## src/rtl/mat_uart_pkg.sv

```systemverilog
// Shared definitions for the matrix-to-UART transmit path: FSM encoding,
// frame header default and element byte-count derivation.
package mat_uart_pkg;

    localparam logic [3:0] ST_IDLE      = 4'd0;
    localparam logic [3:0] ST_SEND_HDR  = 4'd1;
    localparam logic [3:0] ST_FETCH     = 4'd2;
    localparam logic [3:0] ST_LOAD      = 4'd3;
    localparam logic [3:0] ST_SEND_BYTE = 4'd4;
    localparam logic [3:0] ST_WAIT_TX   = 4'd5;
    localparam logic [3:0] ST_NEXT      = 4'd6;
    localparam logic [3:0] ST_SEND_CHK  = 4'd7;
    localparam logic [3:0] ST_FINISH    = 4'd8;

    typedef enum logic [3:0] {
        IDLE      = ST_IDLE,
        SEND_HDR  = ST_SEND_HDR,
        FETCH     = ST_FETCH,
        LOAD      = ST_LOAD,
        SEND_BYTE = ST_SEND_BYTE,
        WAIT_TX   = ST_WAIT_TX,
        NEXT      = ST_NEXT,
        SEND_CHK  = ST_SEND_CHK,
        FINISH    = ST_FINISH
    } seq_state_t;

    // Which kind of byte is in flight, so WAIT_TX knows where to go next.
    typedef enum logic [1:0] {
        BK_HDR = 2'd0,
        BK_PAY = 2'd1,
        BK_CHK = 2'd2
    } byte_kind_t;

    localparam logic [7:0] HEADER_DEF = 8'hA5;

    function automatic int bytes_of(input int elem_w);
        return elem_w / 8;
    endfunction

endpackage

```

## src/rtl/mat_tx_sequencer.sv

```systemverilog
// Streams a DIM x DIM result matrix as header, MSB-first payload bytes and XOR checksum.
// Latency: header tx_start one cycle after go; element bytes start the cycle after LOAD.
// Backpressure: each byte holds tx_start until tx_busy, then waits for tx_done.
module mat_tx_sequencer
    import mat_uart_pkg::*;
#(
    parameter int          DIM    = 3,
    parameter int          ELEM_W = 16,
    parameter int          ADDR_W = 4,
    parameter logic [7:0]  HEADER = HEADER_DEF
) (
    input  logic              clk,
    input  logic              rst_n,
    input  logic              go,
    input  logic              abort,
    output logic              mat_rd,
    output logic [ADDR_W-1:0] mat_addr,
    input  logic [ELEM_W-1:0] mat_data,
    output logic              tx_start,
    output logic [7:0]        tx_data,
    input  logic              tx_busy,
    input  logic              tx_done,
    output logic              busy,
    output logic              done,
    output logic              aborted
);

    localparam int                BYTES     = bytes_of(ELEM_W);
    localparam int                BCW       = (BYTES > 1) ? $clog2(BYTES) : 1;
    localparam logic [BCW-1:0]    LAST_BYTE = BCW'(BYTES - 1);
    localparam logic [ADDR_W-1:0] LAST_ADDR = ADDR_W'(DIM * DIM - 1);

    seq_state_t        state;
    byte_kind_t        kind;
    logic [ELEM_W-1:0] sreg;
    logic [7:0]        chksum;
    logic [BCW-1:0]    byte_cnt;
    logic              abort_q;
    logic              abort_any;
    logic              no_byte_in_flight;

    assign abort_any = abort_q | abort;

    // Points where nothing is on the wire, so an abort can end the frame cleanly.
    assign no_byte_in_flight =
        (state == FETCH) || (state == LOAD) || (state == NEXT) ||
        ((state == SEND_BYTE || state == SEND_CHK) && !tx_start) ||
        (state == WAIT_TX && tx_done);

    always_ff @(posedge clk or negedge rst_n) begin
        if (!rst_n) begin
            state    <= IDLE;
            kind     <= BK_HDR;
            sreg     <= '0;
            chksum   <= '0;
            byte_cnt <= '0;
            abort_q  <= 1'b0;
            mat_rd   <= 1'b0;
            mat_addr <= '0;
            tx_start <= 1'b0;
            tx_data  <= '0;
            busy     <= 1'b0;
            done     <= 1'b0;
            aborted  <= 1'b0;
        end else begin
            done    <= 1'b0;
            aborted <= 1'b0;
            mat_rd  <= 1'b0;
            if (state != IDLE)
                abort_q <= abort_q | abort;

            if (state != IDLE && abort_any && no_byte_in_flight) begin
                state   <= IDLE;
                busy    <= 1'b0;
                aborted <= 1'b1;
                abort_q <= 1'b0;
            end else begin
                case (state)
                    IDLE: begin
                        if (go && !abort) begin
                            state    <= SEND_HDR;
                            busy     <= 1'b1;
                            chksum   <= '0;
                            abort_q  <= 1'b0;
                            mat_addr <= '0;
                            byte_cnt <= '0;
                            kind     <= BK_HDR;
                            tx_data  <= HEADER;
                            tx_start <= 1'b1;
                        end
                    end
                    SEND_HDR: begin
                        if (tx_busy) begin
                            tx_start <= 1'b0;
                            state    <= WAIT_TX;
                        end
                    end
                    SEND_BYTE: begin
                        if (tx_start) begin
                            if (tx_busy) begin
                                tx_start <= 1'b0;
                                state    <= WAIT_TX;
                            end
                        end else begin
                            tx_data  <= sreg[ELEM_W-1 -: 8];
                            sreg     <= sreg << 8;
                            chksum   <= chksum ^ sreg[ELEM_W-1 -: 8];
                            kind     <= BK_PAY;
                            tx_start <= 1'b1;
                        end
                    end
                    SEND_CHK: begin
                        if (tx_start) begin
                            if (tx_busy) begin
                                tx_start <= 1'b0;
                                state    <= WAIT_TX;
                            end
                        end else begin
                            tx_data  <= chksum;
                            kind     <= BK_CHK;
                            tx_start <= 1'b1;
                        end
                    end
                    WAIT_TX: begin
                        if (tx_done) begin
                            case (kind)
                                BK_HDR: begin
                                    state  <= FETCH;
                                    mat_rd <= 1'b1;
                                end
                                BK_PAY: begin
                                    if (byte_cnt == LAST_BYTE) begin
                                        byte_cnt <= '0;
                                        state    <= NEXT;
                                    end else begin
                                        byte_cnt <= byte_cnt + 1'b1;
                                        state    <= SEND_BYTE;
                                    end
                                end
                                BK_CHK: begin
                                    state <= FINISH;
                                    done  <= 1'b1;
                                    busy  <= 1'b0;
                                end
                                default: state <= IDLE;
                            endcase
                        end
                    end
                    FETCH: state <= LOAD;
                    LOAD: begin
                        // First byte launches straight from the RAM word.
                        tx_data  <= mat_data[ELEM_W-1 -: 8];
                        sreg     <= mat_data << 8;
                        chksum   <= chksum ^ mat_data[ELEM_W-1 -: 8];
                        kind     <= BK_PAY;
                        tx_start <= 1'b1;
                        state    <= SEND_BYTE;
                    end
                    NEXT: begin
                        if (mat_addr == LAST_ADDR) begin
                            state <= SEND_CHK;
                        end else begin
                            mat_addr <= mat_addr + 1'b1;
                            mat_rd   <= 1'b1;
                            state    <= FETCH;
                        end
                    end
                    FINISH:  state <= IDLE;
                    default: state <= IDLE;
                endcase
            end
        end
    end

endmodule

```

## config.mk

```make
export PLATFORM = sky130hd
export DESIGN_NAME = mat_tx_sequencer
export DESIGN_NICKNAME = d
export VERILOG_FILES = /design/src/rtl/mat_uart_pkg.sv /design/src/rtl/mat_tx_sequencer.sv
export SDC_FILE = /design/constraint.sdc
export NUM_CORES = 1
export LEC_CHECK = 0
export ABC_CLOCK_PERIOD_IN_PS = 2200
export CAP_MARGIN = 10
export CORE_ASPECT_RATIO = 1.1
export CORE_MARGIN = 4
export CORE_UTILIZATION = 40
export DETAILED_ROUTE_END_ITERATION = 6
export PLACE_DENSITY = 0.66
export SLEW_MARGIN = 10
export SYNTH_ARGS = -nofsm -noshare
export SYNTH_HDL_FRONTEND = slang
export SYNTH_SLANG_ARGS = --single-unit
```

## constraint.sdc

```tcl
create_clock -name clk -period 2.2 [get_ports clk]
set_clock_uncertainty 0.2 [all_clocks]
set_input_delay 0.33 -clock clk [delete_from_list [all_inputs] [get_ports clk]]
set_output_delay 0.33 -clock clk [all_outputs]
set_load 0.03 [all_outputs]
```

==> qor.txt <==
EDFF count, synth: 0
Achievable Freq: 0.464 GHz
Worst-skew pair later-pin latency: 290 ps
Met3 Usage GRT: 0.0457
Crit path time final: 2150 ps
Fillers: 485
Highest-count cells in the layout ignoring fill and taps: buf_4, dfrtp_1, clkdlybuf4s50_1
Clk pwr share: 0.125
Ys flop type: dfrtp_1
Setup ws final: 45.3 ps
Syn-to-layout area delta: 40.4%
Multi-input gate area: 1180 sq um
Routed WL: 5940 microns
DRT Pass-1 Iters: 5
CTS buffer count: 5
Cells after synthesis: 233
CP endpoint kind: register
# rows: 28
Synth Register Bits: 41
Initial Util: 0.415
Most used routing layer: met2
Share of layout cells above drive strength 1: 0.240
Residual DRC: 0
GRT Total Usage: 0.176
HP Class: reg2reg
Critical setup path kind: reg2reg
Die height: 86.5 microns
Number of diodes: 0
Launching point of the worst reg2reg path: state[2]
Final Hold Viols: 0
Root Driver: clkbuf_8
Core area: 5400 sq um
CP arrival: 2130 ps
DP Worst Slack: -123 ps
WHS Path Cells: 2
Status: completed
Clock transition at path regs: 80 ps
Reg area: 1030 sq um
Reg2reg setup slack: 50 ps
Die X: 79.4 microns
Met1 Use GR: 0.214
Period utilization: 0.979
Worst setup SP type: register
Port bufs: 38
Grt met2 use: 0.296
Max Slew Vio Count: 0
Comb power frac: 0.572
Ports: 39
Peak supply drop: 0.588 mV
Placer Congestion: 0.868
Slew HR: 0.591
Min-delay src: busy
Post-synthesis async set-or-reset flop share: 1.00
Leakage: 1.28 nW
Hpwl dp: 4270 microns
Avg Cell Area, Syn: 9.62 sq um
Cell area after synthesis: 2240 sq um
DR vias/cell: 5.43
Distinct cells, synth: 46
Final Setup Violations: 0
ANT nets after route: 0
Warning count from the yosys run: 0
Die footprint: 6870 sq um
Most common cell after layout, fill and taps aside: buf_4
Pwr per Cell Area: 1310 nW/um^2
Sink Count: 41
TritonCTS clock tree: done
Routed vias: 2,080
Worst-path maximum fanout: 7
CTS Buffer Depth: 2
Final nets: 331
WL per Instance: 15.5 microns
Mapped Nets: 257
Worst slew pin tran: 608 ps
Initial antenna violation count: 0
Crit path from: state[2]
WHS: 328 ps
CTS H-Tree Depth: 2
Vias in the first global route: 2,040
Sw Pwr: 0.00175 W
RSZ-0062 raised after global routing: yes
Starting DRT DRC Count: 160
Largest net degree at the start of global routing: 42
Post-synthesis sequential area ratio: 0.458
Max cap viols: 0
WP data required: 2180 ps
Reg2reg path depth: 6
Total grt overflow: 0
Sw frac: 0.423
First-pass GRT wire length: 9470 microns
Seq pwr share: 0.304
Internal cell power: 0.00238 W
## through the flow
| stage | TNS (ps) | area (sq um) | cells | utilization | power (W) |
|---|---|---|---|---|---|
| floorplan | -15.1 | 2250 | 233 | - | 0.00255 |
| global route | -355 | 3150 | 383 | 0.583 | 0.00442 |
| global placement | -482 | 2940 | 370 | 0.545 | 0.00337 |
| CTS | 0 | 3050 | 379 | 0.565 | 0.00395 |
| finish | 0 | 3150 | 383 | 0.583 | 0.00413 |
| detailed placement | -1490 | 2940 | 370 | 0.545 | 0.00341 |
## worst paths after layout
| check | to |
|---|---|
| setup / recovery | kind[1] |
| hold / removal | busy |
| setup reg to reg | kind[1] |
| hold reg to reg | busy |
| max in group asynchronous | tx_start |
| min in group asynchronous | mat_addr[1] |
## power groups by stage
stage                     Sequential (W)  Combinational, W  Clock, W
final                            0.00125           0.00236  0.000515
after CTS                        0.00124           0.00217  0.000535
after detailed placement         0.00126           0.00215         0
after floorplan                  0.00137           0.00118         0
after global placement           0.00125           0.00212         0
after global routing             0.00130           0.00256  0.000570
## area by class of cell
| cell class | count | area share |
|---|---|---|
| well taps | 75 | 0.0298 |
| clock buffers | 6 | 0.0263 |
| repair buffers | 82 | 0.230 |
| clock inverters | 2 | 0.00438 |
| multi-input cells | 171 | 0.375 |
| flip-flops and latches | 41 | 0.328 |
| inverters | 6 | 0.00716 |
## cell families after synthesis
| family | synth area share |
|---|---|
| AOI/OAI and AO/OA | 0.220 |
| and+or+nand+nor | 0.179 |
| muxes | 0.0452 |
| adders and majority gates | 0.0112 |
| buffers and inverters | 0.0480 |
| DFF | 0.458 |
| xor gates and xnor gates | 0.0391 |
## cells in the mapped netlist (2+ instances only)
cell type	instances	share of area
a21oi_1	12	0.027
o31ai_1	2	0.0067
o221ai_1	2	0.0078
nor2b_1	5	0.014
mux2i_1	9	0.040
inv_1	6	0.010
a22oi_1	4	0.013
nor3_1	3	0.0067
a211oi_1	8	0.027
buf_2	8	0.018
ha_1	2	0.011
o22ai_1	3	0.0084
buf_6	2	0.010
nand3_1	4	0.0089
nand2b_1	2	0.0056
xnor2_1	9	0.035
a222oi_1	4	0.018
clkbuf_1	3	0.0050
or4_1	2	0.0067
a22o_1	8	0.031
nor4bb_1	2	0.0089
nand2_1	19	0.032
o21ai_0	7	0.016
a31oi_1	9	0.025
nand3b_1	2	0.0067
nor2_1	35	0.059
and2_1	2	0.0056
dfrtp_1	41	0.46
## sequential cells by signal, summed over array words and instances, names as in the netlist
register  cells
byte_cnt      1
kind          2
chksum        8
state         4
mat_rd        1
sreg          8
busy          1
tx_data       8
tx_start      1
aborted       1
abort_q       1
done          1
mat_addr      4
## per-layer routing
| metal | share of wire | vias up |
|---|---|---|
| met5 | 0 | - |
| li1 | - | 1000 |
| met2 | 0.50 | 61 |
| met4 | 0.019 | 0 |
| met3 | 0.056 | 12 |
| met1 | 0.43 | 1007 |
## timing repair
action                                  CTS  global route
endpoints found under the setup margin    8            28
hold buffers                              1             0
hold endpoints to repair                 41             0
cloned                                    0             1
resized for setup                         1            22
pin swaps                                 0             3
setup buffers                             0             3
## worst max-delay path, cell delays in order (launching register included)
cell	delay (ps)
dfrtp_2	470
nor4_4	320
mux2i_2	130
buf_4	160
a2111oi_4	250
buf_4	200
mux2_4	300
No activity file was read; power rests on OpenSTA's default activity.
